`src/rtl/tsb_arb_pkg.sv`:
```
// rtl/tsb_arb_pkg.sv - shared types and helpers for the tri-state bus arbiter
//
// Purpose : FSM state encoding and a constant-evaluable clog2 used for
//           sizing index, pointer and counter widths.
// Ports   : none (package).
package tsb_arb_pkg;

   typedef enum logic [1:0] {
      ST_IDLE  = 2'd0,
      ST_GRANT = 2'd1,
      ST_TURN  = 2'd2
   } arb_state_e;

   // Smallest r with 2**r >= value; 0 for value <= 1.
   function automatic int clog2(input int value);
      int r;
      r = 0;
      while ((1 << r) < value) begin
         r = r + 1;
      end
      return r;
   endfunction

endpackage

```
`src/rtl/tsb_rr_pick.sv`:
```
// rtl/tsb_rr_pick.sv - combinational round-robin winner search
//
// Purpose : finds the first set request bit searching upward from last+1
//           with wrap-around (rotate, priority-encode, unrotate).
// Ports   : req_i    [N_REQ-1:0]  request vector
//           last_i   [IW-1:0]     index of the previous owner
//           winner_o [IW-1:0]     selected requester, valid when valid_o=1
//           valid_o               at least one request present
module tsb_rr_pick
   import tsb_arb_pkg::*;
#(
   parameter int N_REQ = 4,
   localparam int IW   = clog2(N_REQ)
) (
   input  logic [N_REQ-1:0] req_i,
   input  logic [IW-1:0]    last_i,
   output logic [IW-1:0]    winner_o,
   output logic             valid_o
);

   localparam logic [IW:0] N_W = (IW + 1)'(N_REQ);

   logic [IW:0]         start;
   logic [IW:0]         sum;
   logic [2*N_REQ-1:0]  dbl;
   logic [N_REQ-1:0]    rot;
   logic [IW-1:0]       off;

   always_comb begin
      // Wrap explicitly so non-power-of-two N_REQ also works.
      start = (last_i == IW'(N_REQ - 1)) ? '0 : {1'b0, last_i} + 1'b1;
      dbl   = {req_i, req_i} >> start;
      rot   = dbl[N_REQ-1:0];
      valid_o = |rot;
      off = '0;
      // Descending scan so the lowest rotated offset wins.
      for (int i = N_REQ - 1; i >= 0; i--) begin
         if (rot[i]) begin
            off = IW'(i);
         end
      end
      sum = {1'b0, off} + start;
      if (sum >= N_W) begin
         sum = sum - N_W;
      end
      winner_o = sum[IW-1:0];
   end

endmodule

```
`src/rtl/tsb_bus_arbiter.sv`:
```
// rtl/tsb_bus_arbiter.sv - round-robin owner arbiter for a shared tri-state line
//
// Purpose : grants the line to one requester at a time, drives its buffer
//           gate, inserts an all-gates-low turnaround between owners and
//           forces release after MAX_HOLD cycles (0 = unlimited).
// Ports   : clk_i                 clock, rising edge
//           rst_n_i               asynchronous active-low reset
//           req_i     [N_REQ-1:0] level requests
//           gate_o    [N_REQ-1:0] registered buffer enables, one-hot or zero
//           owner_o   [IW-1:0]    current owner, valid when busy_o=1
//           busy_o                high while any gate is high
//           preempt_o             one-cycle pulse on hold-limit release
module tsb_bus_arbiter
   import tsb_arb_pkg::*;
#(
   parameter int N_REQ    = 4,
   parameter int TURN_CYC = 1,
   parameter int MAX_HOLD = 16,
   localparam int IW      = clog2(N_REQ)
) (
   input  logic             clk_i,
   input  logic             rst_n_i,
   input  logic [N_REQ-1:0] req_i,
   output logic [N_REQ-1:0] gate_o,
   output logic [IW-1:0]    owner_o,
   output logic             busy_o,
   output logic             preempt_o
);

   localparam int HW = (MAX_HOLD == 0) ? 1 : clog2(MAX_HOLD + 1);
   localparam int TW = clog2(TURN_CYC + 1);
   localparam logic [HW-1:0] HOLD_LAST = HW'((MAX_HOLD == 0) ? 0 : MAX_HOLD - 1);
   localparam logic [HW-1:0] HOLD_MAX  = HW'(MAX_HOLD);
   localparam logic [TW-1:0] TURN_LAST = TW'(TURN_CYC - 1);

   arb_state_e       state_q, state_d;
   logic [N_REQ-1:0] gate_q, gate_d;
   logic [IW-1:0]    owner_q, owner_d;
   logic [IW-1:0]    last_q, last_d;
   logic             busy_q, busy_d;
   logic             preempt_q, preempt_d;
   logic [HW-1:0]    hold_q, hold_d;
   logic [TW-1:0]    turn_q, turn_d;

   logic [IW-1:0]    win;
   logic             win_valid;
   logic             drop;
   logic             expire;

   tsb_rr_pick #(.N_REQ(N_REQ)) u_pick (
      .req_i    (req_i),
      .last_i   (last_q),
      .winner_o (win),
      .valid_o  (win_valid)
   );

   always_ff @(posedge clk_i or negedge rst_n_i) begin
      if (!rst_n_i) begin
         state_q   <= ST_IDLE;
         gate_q    <= '0;
         owner_q   <= '0;
         last_q    <= IW'(N_REQ - 1);
         busy_q    <= 1'b0;
         preempt_q <= 1'b0;
         hold_q    <= '0;
         turn_q    <= '0;
      end else begin
         state_q   <= state_d;
         gate_q    <= gate_d;
         owner_q   <= owner_d;
         last_q    <= last_d;
         busy_q    <= busy_d;
         preempt_q <= preempt_d;
         hold_q    <= hold_d;
         turn_q    <= turn_d;
      end
   end

   always_comb begin
      state_d   = state_q;
      gate_d    = gate_q;
      owner_d   = owner_q;
      last_d    = last_q;
      busy_d    = busy_q;
      preempt_d = 1'b0;
      hold_d    = hold_q;
      turn_d    = turn_q;
      drop      = !req_i[owner_q];
      expire    = (MAX_HOLD != 0) && (hold_q == HOLD_LAST);
      case (state_q)
         ST_IDLE: begin
            if (win_valid) begin
               gate_d  = {{(N_REQ - 1){1'b0}}, 1'b1} << win;
               owner_d = win;
               busy_d  = 1'b1;
               hold_d  = '0;
               state_d = ST_GRANT;
            end
         end
         ST_GRANT: begin
            if (drop || expire) begin
               gate_d    = '0;
               busy_d    = 1'b0;
               last_d    = owner_q;
               turn_d    = TURN_LAST;
               state_d   = ST_TURN;
               // A drop coinciding with expiry is treated as voluntary.
               preempt_d = expire && !drop;
            end else if (hold_q != HOLD_MAX) begin
               hold_d = hold_q + 1'b1;
            end
         end
         ST_TURN: begin
            if (turn_q == '0) begin
               state_d = ST_IDLE;
            end else begin
               turn_d = turn_q - 1'b1;
            end
         end
         default: begin
            state_d = ST_IDLE;
         end
      endcase
      if (MAX_HOLD == 0) begin
         hold_d = '0;
      end
   end

   assign gate_o    = gate_q;
   assign owner_o   = owner_q;
   assign busy_o    = busy_q;
   assign preempt_o = preempt_q;

   a_gate_onehot0 : assert property (@(posedge clk_i) disable iff (!rst_n_i)
      $onehot0(gate_q));
   a_busy_match : assert property (@(posedge clk_i) disable iff (!rst_n_i)
      busy_q == (|gate_q));
   a_no_overlap : assert property (@(posedge clk_i) disable iff (!rst_n_i)
      ((gate_q != '0) && ($past(gate_q) != '0)) |-> (gate_q == $past(gate_q)));

endmodule

```
`config.mk`:
```
export PLATFORM = sky130hd
export DESIGN_NAME = tsb_bus_arbiter
export DESIGN_NICKNAME = d
export VERILOG_FILES = /design/src/rtl/tsb_arb_pkg.sv /design/src/rtl/tsb_rr_pick.sv /design/src/rtl/tsb_bus_arbiter.sv
export SDC_FILE = /design/constraint.sdc
export NUM_CORES = 1
export LEC_CHECK = 0
export ABC_AREA = 1
export CORE_ASPECT_RATIO = 0.9
export CORE_MARGIN = 2
export CORE_UTILIZATION = 45
export CTS_CLUSTER_SIZE = 14
export DETAILED_ROUTE_END_ITERATION = 10
export PLACE_DENSITY = 0.71
export SLEW_MARGIN = 20
export SYNTH_ARGS = -nofsm -noshare
export SYNTH_HDL_FRONTEND = slang
export SYNTH_SLANG_ARGS = --single-unit
```
`constraint.sdc`:
```
create_clock -name clk_i -period 4.4 [get_ports clk_i]
set_input_delay 0.88 -clock clk_i [delete_from_list [all_inputs] [get_ports clk_i]]
set_output_delay 0.88 -clock clk_i [all_outputs]
set_load 0.005 [all_outputs]
```
Word level (Yosys, flattened, before mapping)

Index checks and enable logic that the tools add are counted.
W data, S select, Z words.

Flip-flop bits (word level): 18
Input bits: 6
Output and inout port bits: 8
Logic and storage cells: 66

Reductions and logical operators: 13
Mux-type cells: 26
Shifts and indexed selects: 2
Eq/ne operators: 10
$lt $le $gt $ge: 2
Add/sub/neg operators: 5

Operators with widths:

| kind                  | number |
|---|---|
| $mux W2               | 8 |
| $mux W5               | 3 |
| $pmux W5 S2           | 1 |
| $mux W4               | 2 |
| $ne A2 B2 Y1 const B  | 4 |
| $pmux W4 S2           | 1 |
| $shr A8 B3 Y4         | 1 |
| $mux W1               | 6 |
| $pmux W2 S3           | 1 |
| $reduce_and A2 Y1     | 3 |
| $reduce_and A3 Y1     | 2 |
| $add A5 B1 Y5 const B | 1 |
| $eq A5 B4 Y1 const B  | 1 |
| $ne A5 B5 Y1 const B  | 1 |
| $eq A2 B2 Y1 const B  | 2 |
| $pmux W1 S2           | 2 |
| $reduce_and A4 Y1     | 1 |
| $reduce_bool A2 Y1    | 2 |
| $reduce_or A4 Y1      | 1 |
| $shl A1 B2 Y4 const A | 1 |
| $add A2 B1 Y3 const B | 1 |
| $add A2 B3 Y3         | 1 |
| $ge A3 B3 Y1 const B  | 1 |
| $lt A2 B3 Y1 const B  | 1 |
| other kinds (10)      | 10 |

Logic depth before layout (Yosys ltp)

Depth after elaboration: 13
Gate-level depth with buffers: 15
Mapped depth without buffers: 15

Hierarchy

From an unflattened synthesis, not the netlist that was laid out.

Cells, all modules: 161
Area, all modules: 1146.1 um^2

By module, submodules not included:

| module          | sequential area each (um^2) | area an instance (um^2) | times used | cells an instance |
|---|---|---|---|---|
| tsb_bus_arbiter | 427.9                       | 902.1                   | 1          | 111 |
| tsb_rr_pick     | 0.0                         | 244.0                   | 1          | 50 |

Worst setup path after synthesis

OpenSTA, ideal clock, no wires.

Path type: register -> register
Start point: reg last_q[0]
End point: reg gate_q[3] (netlist: gate_o[3])
Path buffers: 1
Stages on the path, launching flop included: 15
Clock period less this slack: 2.214 ns
Library setup time: 0.116 ns
Data arrival time: 2.098 ns
Required time: 4.284 ns
Path slack: 2.186 ns
Path through: dfstp_2 ha_1 buf_4 inv_2 nand3_1 nand2_2 nand3_1 a21oi_1 ha_1 xor2_1 inv_1 nand3_2 nand2_1 nand3_1 nand2_1

Word-level cells in the longest chain between the ends: 13
Elaborated cells on any way between the ends: 18
Classes of those cells: 3 x add/sub; 1 x order compare; 2 x eq/ne; 2 x shift; 8 x mux; 2 x reduce/logical

Ends and longest elaborated chain:

| element                                              | line                                 | source |
|---|---|---|
| start, declared                                      | tsb_bus_arbiter.sv:39                | `logic [IW-1:0] last_q, last_d;` |
| start signal, assigned                               | tsb_bus_arbiter.sv:62                | `last_q <= IW'(N_REQ - 1);` |
| start signal, assigned                               | tsb_bus_arbiter.sv:71                | `last_q <= last_d;` |
| $add A2 B1 Y3 / $eq A2 B2 Y1 (equally long branches) | tsb_rr_pick.sv:31                    | `start = (last_i == IW'(N_REQ - 1)) ? '0 : {1'b0, last_i} + 1'b1;` |
| $mux W3 (*)                                          | tsb_rr_pick.sv:31                    |  |
| $shr A8 B3 Y4                                        | tsb_rr_pick.sv:32                    | `dbl = {req_i, req_i} >> start;` |
| $mux W2 (4 in a row)                                 | tsb_rr_pick.sv:38                    | `if (rot[i]) begin` |
| $add A2 B3 Y3                                        | tsb_rr_pick.sv:42                    | `sum = {1'b0, off} + start;` |
| $ge A3 B3 Y1 / $sub A2 B1 Y2 (equally long branches) | tsb_rr_pick.sv:43, tsb_rr_pick.sv:44 |  |
| $mux W2                                              | tsb_rr_pick.sv:43                    | `if (sum >= N_W) begin` |
| $shl A1 B2 Y4                                        | tsb_bus_arbiter.sv:93                | `gate_d = {{(N_REQ - 1){1'b0}}, 1'b1} << win;` |
| $mux W4                                              | tsb_bus_arbiter.sv:92                | `if (win_valid) begin` |
| $pmux W4 S2                                          | tsb_bus_arbiter.sv:90                | `case (state_q)` |
| end signal, assigned                                 | tsb_bus_arbiter.sv:69                | `gate_q <= gate_d;` |
| end, declared                                        | tsb_bus_arbiter.sv:37                | `logic [N_REQ-1:0] gate_q, gate_d;` |

Mark *: on every way between the ends. The rest lies on a longest branch, timed or not. The select of a mux whose other input is x is not followed.
A chain may end at the register's enable or synchronous reset.

Final worst setup path

Start point: in req_i[3]
End point: reg gate_q[3] (netlist: gate_o[3])

Word-level cells in the longest chain between the ends: 11
Elaborated cells on any way between the ends: 20
Classes of those cells: 2 x add/sub; 1 x order compare; 2 x eq/ne; 2 x shift; 9 x mux; 4 x reduce/logical

Ends and longest elaborated chain:

| element                                              | line                                 | source |
|---|---|---|
| start, declared                                      | tsb_bus_arbiter.sv:23                | `input logic [N_REQ-1:0] req_i,` |
| $shr A8 B3 Y4                                        | tsb_rr_pick.sv:32                    |  |
| $mux W2 (4 in a row)                                 | tsb_rr_pick.sv:38                    |  |
| $add A2 B3 Y3                                        | tsb_rr_pick.sv:42                    |  |
| $ge A3 B3 Y1 / $sub A2 B1 Y2 (equally long branches) | tsb_rr_pick.sv:43, tsb_rr_pick.sv:44 |  |
| $mux W2                                              | tsb_rr_pick.sv:43                    |  |
| $shl A1 B2 Y4                                        | tsb_bus_arbiter.sv:93                |  |
| $mux W4                                              | tsb_bus_arbiter.sv:92                |  |
| $pmux W4 S2                                          | tsb_bus_arbiter.sv:90                |  |

Several ways; a longest one is shown, not always the timed one. The select of a mux whose other input is x is not followed.

==> impl_metrics.yaml <==
detailed_routing:
  drtPass1Iterations: 4
  avgViaCountPerCell: 5.29
  vias: 1037
  drt_iter0_markers: 54
  drc: 0
  wl_per_cell_um: 12.7
  ant_nets: 0
  routed_wl_um: 2490
run:
  max-cap-violations: 0
worst_setup_path:
  path_max_fanout: 4
  cp-end-kind: "register"
  criticalPathCategory: "input port to register"
  cp-start-kind: "input port"
  required_ns: 4.58
  worstPathArrival_ns: 2.75
status:
  outcome: "finished, final reports clean"
floorplanning:
  die_h_um: 51.9
  start_util: 0.469
  die_x_um: 57.2
  die_area_um2: 2970
  rows: 17
  core_um2: 2450
  pin_count: 14
clock_tree:
  cts_tree: "done"
  insertion_delay_ns: 0.29
  clockRootBuffer: "clkbuf_4"
  clk_pin_slew_ns: 0.10
  ctsHoldBuffers: 0
  clock_path_buffers: 2
  h-tree-depth: 1
  cts_setup_buffers: 0
  clock_sinks: 17
  ctsResizeCount: 0
  numCtsBuffers: 3
global_routing:
  grt.overflow.total: 0
  grt_pass1_wl_um: 4330
  antenna_found_initial: 0
  grt_pass1_vias: 1018
  grt_max_degree: 18
  grt_use_total: 0.192
final_layout:
  drive_gt1_frac: 0.179
  antenna_cells: 0
  nets: 180
  area_delta_synth_final_pct: 16.0
timing:
  drv_slew: 0
  max_freq_ghz: 0.388
  slew_headroom: 0.466
  period_minus_slack_ns: 2.58
  final.setup_skew_ns: 0.00829
  whs_ns: 0.495
  worst_pin_slew_ns: 0.799
  fin_tns_setup_ns: 0
  setup_viol: 0
  rsz0062_at_grt: "false"
  hold_viol: 0
  finalCritPeriodShare: 0.586
synthesis:
  ys_ff_latch: 17
  ys_types: 23
  netlist_instances: 152
  avgSynthCellArea_um2: 7.55
  yosys_warnings: 0
  ys_seq_area_frac: 0.373
  syn_nets: 163
  netlist_area_um2: 1150
min_path:
  worstHoldPathType: "register to register"
pwr:
  power.leakage_uw: 0.000665
  powerDensity_nw_per_um2: 834
  irDropWorstVdd_v: 0.000618
placed_design:
  hpwl_um: 1940
  place_congestion: 0.839
  numPortBuffers: 13
## cell type report
cell class	count	area, um2
Fill cell	245	1110
Multi-Input combinational cell	113	633
Sequential cell	17	428
Timing Repair Buffer	13	130
Inverter	21	78.8
Tap cell	28	35.0
Clock buffer	4	26.3
## cells in the mapped netlist
master | instances | area, um2
nand2_2 | 8 | 50.1
o21ai_4 | 1 | 16.3
o21ai_0 | 3 | 15.0
buf_4 | 1 | 7.51
nand4_1 | 4 | 25.0
nand3_2 | 3 | 30.0
xor2_1 | 1 | 8.76
inv_1 | 16 | 60.1
nor2_2 | 2 | 12.5
dfstp_2 | 2 | 52.6
nand2_4 | 2 | 22.5
and2_1 | 1 | 6.26
nand3_1 | 19 | 95.1
nor2_4 | 3 | 33.8
a21oi_1 | 3 | 15.0
nand2_1 | 45 | 169
o21ai_1 | 4 | 20.0
dfrtp_1 | 15 | 375
nor3_1 | 1 | 5.00
nor2_1 | 7 | 26.3
ha_1 | 5 | 62.6
nor2_8 | 1 | 20.0
inv_2 | 5 | 18.8
## registers in the layout (all words and copies together) (netlist names)
signal,flops
busy_o,1
gate_o,4
owner_o,2
last_q,2
state_q,2
preempt_o,1
hold_q,5
## worst paths after layout
path                       slack [ns]        end       from  cells after the start
max reg2reg                      1.97  gate_o[3]  last_q[0]                     13
min in group asynchronous        1.04  gate_o[1]    rst_n_i                      1
max                              1.82  gate_o[3]   req_i[3]                     12
min reg2reg                      0.50  gate_o[0]  gate_o[0]                      2
max in group asynchronous        2.85  preempt_o    rst_n_i                      1
min                              0.50  gate_o[0]  gate_o[0]                      2
## power breakdown
part / internal, uW / total [uW] / switching, uW
Combinational: 278 / 772 / 494
Clock: 35.2 / 82.6 / 47.4
Sequential: 215 / 255 / 40.1
## cell families (layout without fill, tap and decap cells)
family,Yosys count,after routing,synth area share
simple gates,96,96,0.432
xor+xnor,1,1,0.00763
buf+inv,22,38,0.0753
flops,17,17,0.373
fa+ha+maj,5,5,0.0545
compound gates,11,11,0.0578
## worst max-delay path, cell delays in order
cell,delay [ns]
clkdlybuf4s50_1,0.58
nand2_1,0.13
nand3_1,0.09
nand2_1,0.11
a21oi_1,0.17
ha_1,0.17
xor2_1,0.23
inv_1,0.08
nand3_2,0.09
nand2_1,0.09
nand3_1,0.07
nand2_1,0.07
## per-layer routing
metal  global-route usage  part of all wire  routed length [um]
met5                    0                 0                   0
met4               0.0814            0.0092                  23
met3               0.0174             0.031                  77
met2                0.358              0.53                1310
met1                0.226              0.43                1080
## layout by cell type, fill, tap and decap left out
cell	Yosys	final
nand2_1	45	45
nand3_1	19	19
inv_1	16	16
dfrtp_1	15	15
clkdlybuf4s50_1	0	13
nand2_2	8	8
nor2_1	7	7
inv_2	5	5
ha_1	5	5
o21ai_1	4	4
nand4_1	4	4
nor2_4	3	3
nand3_2	3	3
a21oi_1	3	3
o21ai_0	3	3
clkbuf_4	0	3
nand2_4	2	2
nor2_2	2	2
dfstp_2	2	2
and2_1	1	1
nor2_8	1	1
xor2_1	1	1
o21ai_4	1	1
nor3_1	1	1
clkbuf_1	0	1
## stage by stage
step | std cells | setup slack (ns) | util | area (um2) | power [uW]
global route | 196 | 1.70 | 0.544 | 1330 | 1220
finish | 196 | 1.82 | 0.544 | 1330 | 1110
CTS | 196 | 1.85 | 0.544 | 1330 | 1120
floorplan | 152 | 2.19 | - | 1150 | 859
global placement | 192 | 1.63 | 0.534 | 1310 | 1000
detailed placement | 192 | 1.56 | 0.534 | 1310 | 1030
(Power assumes the default switching activity.)
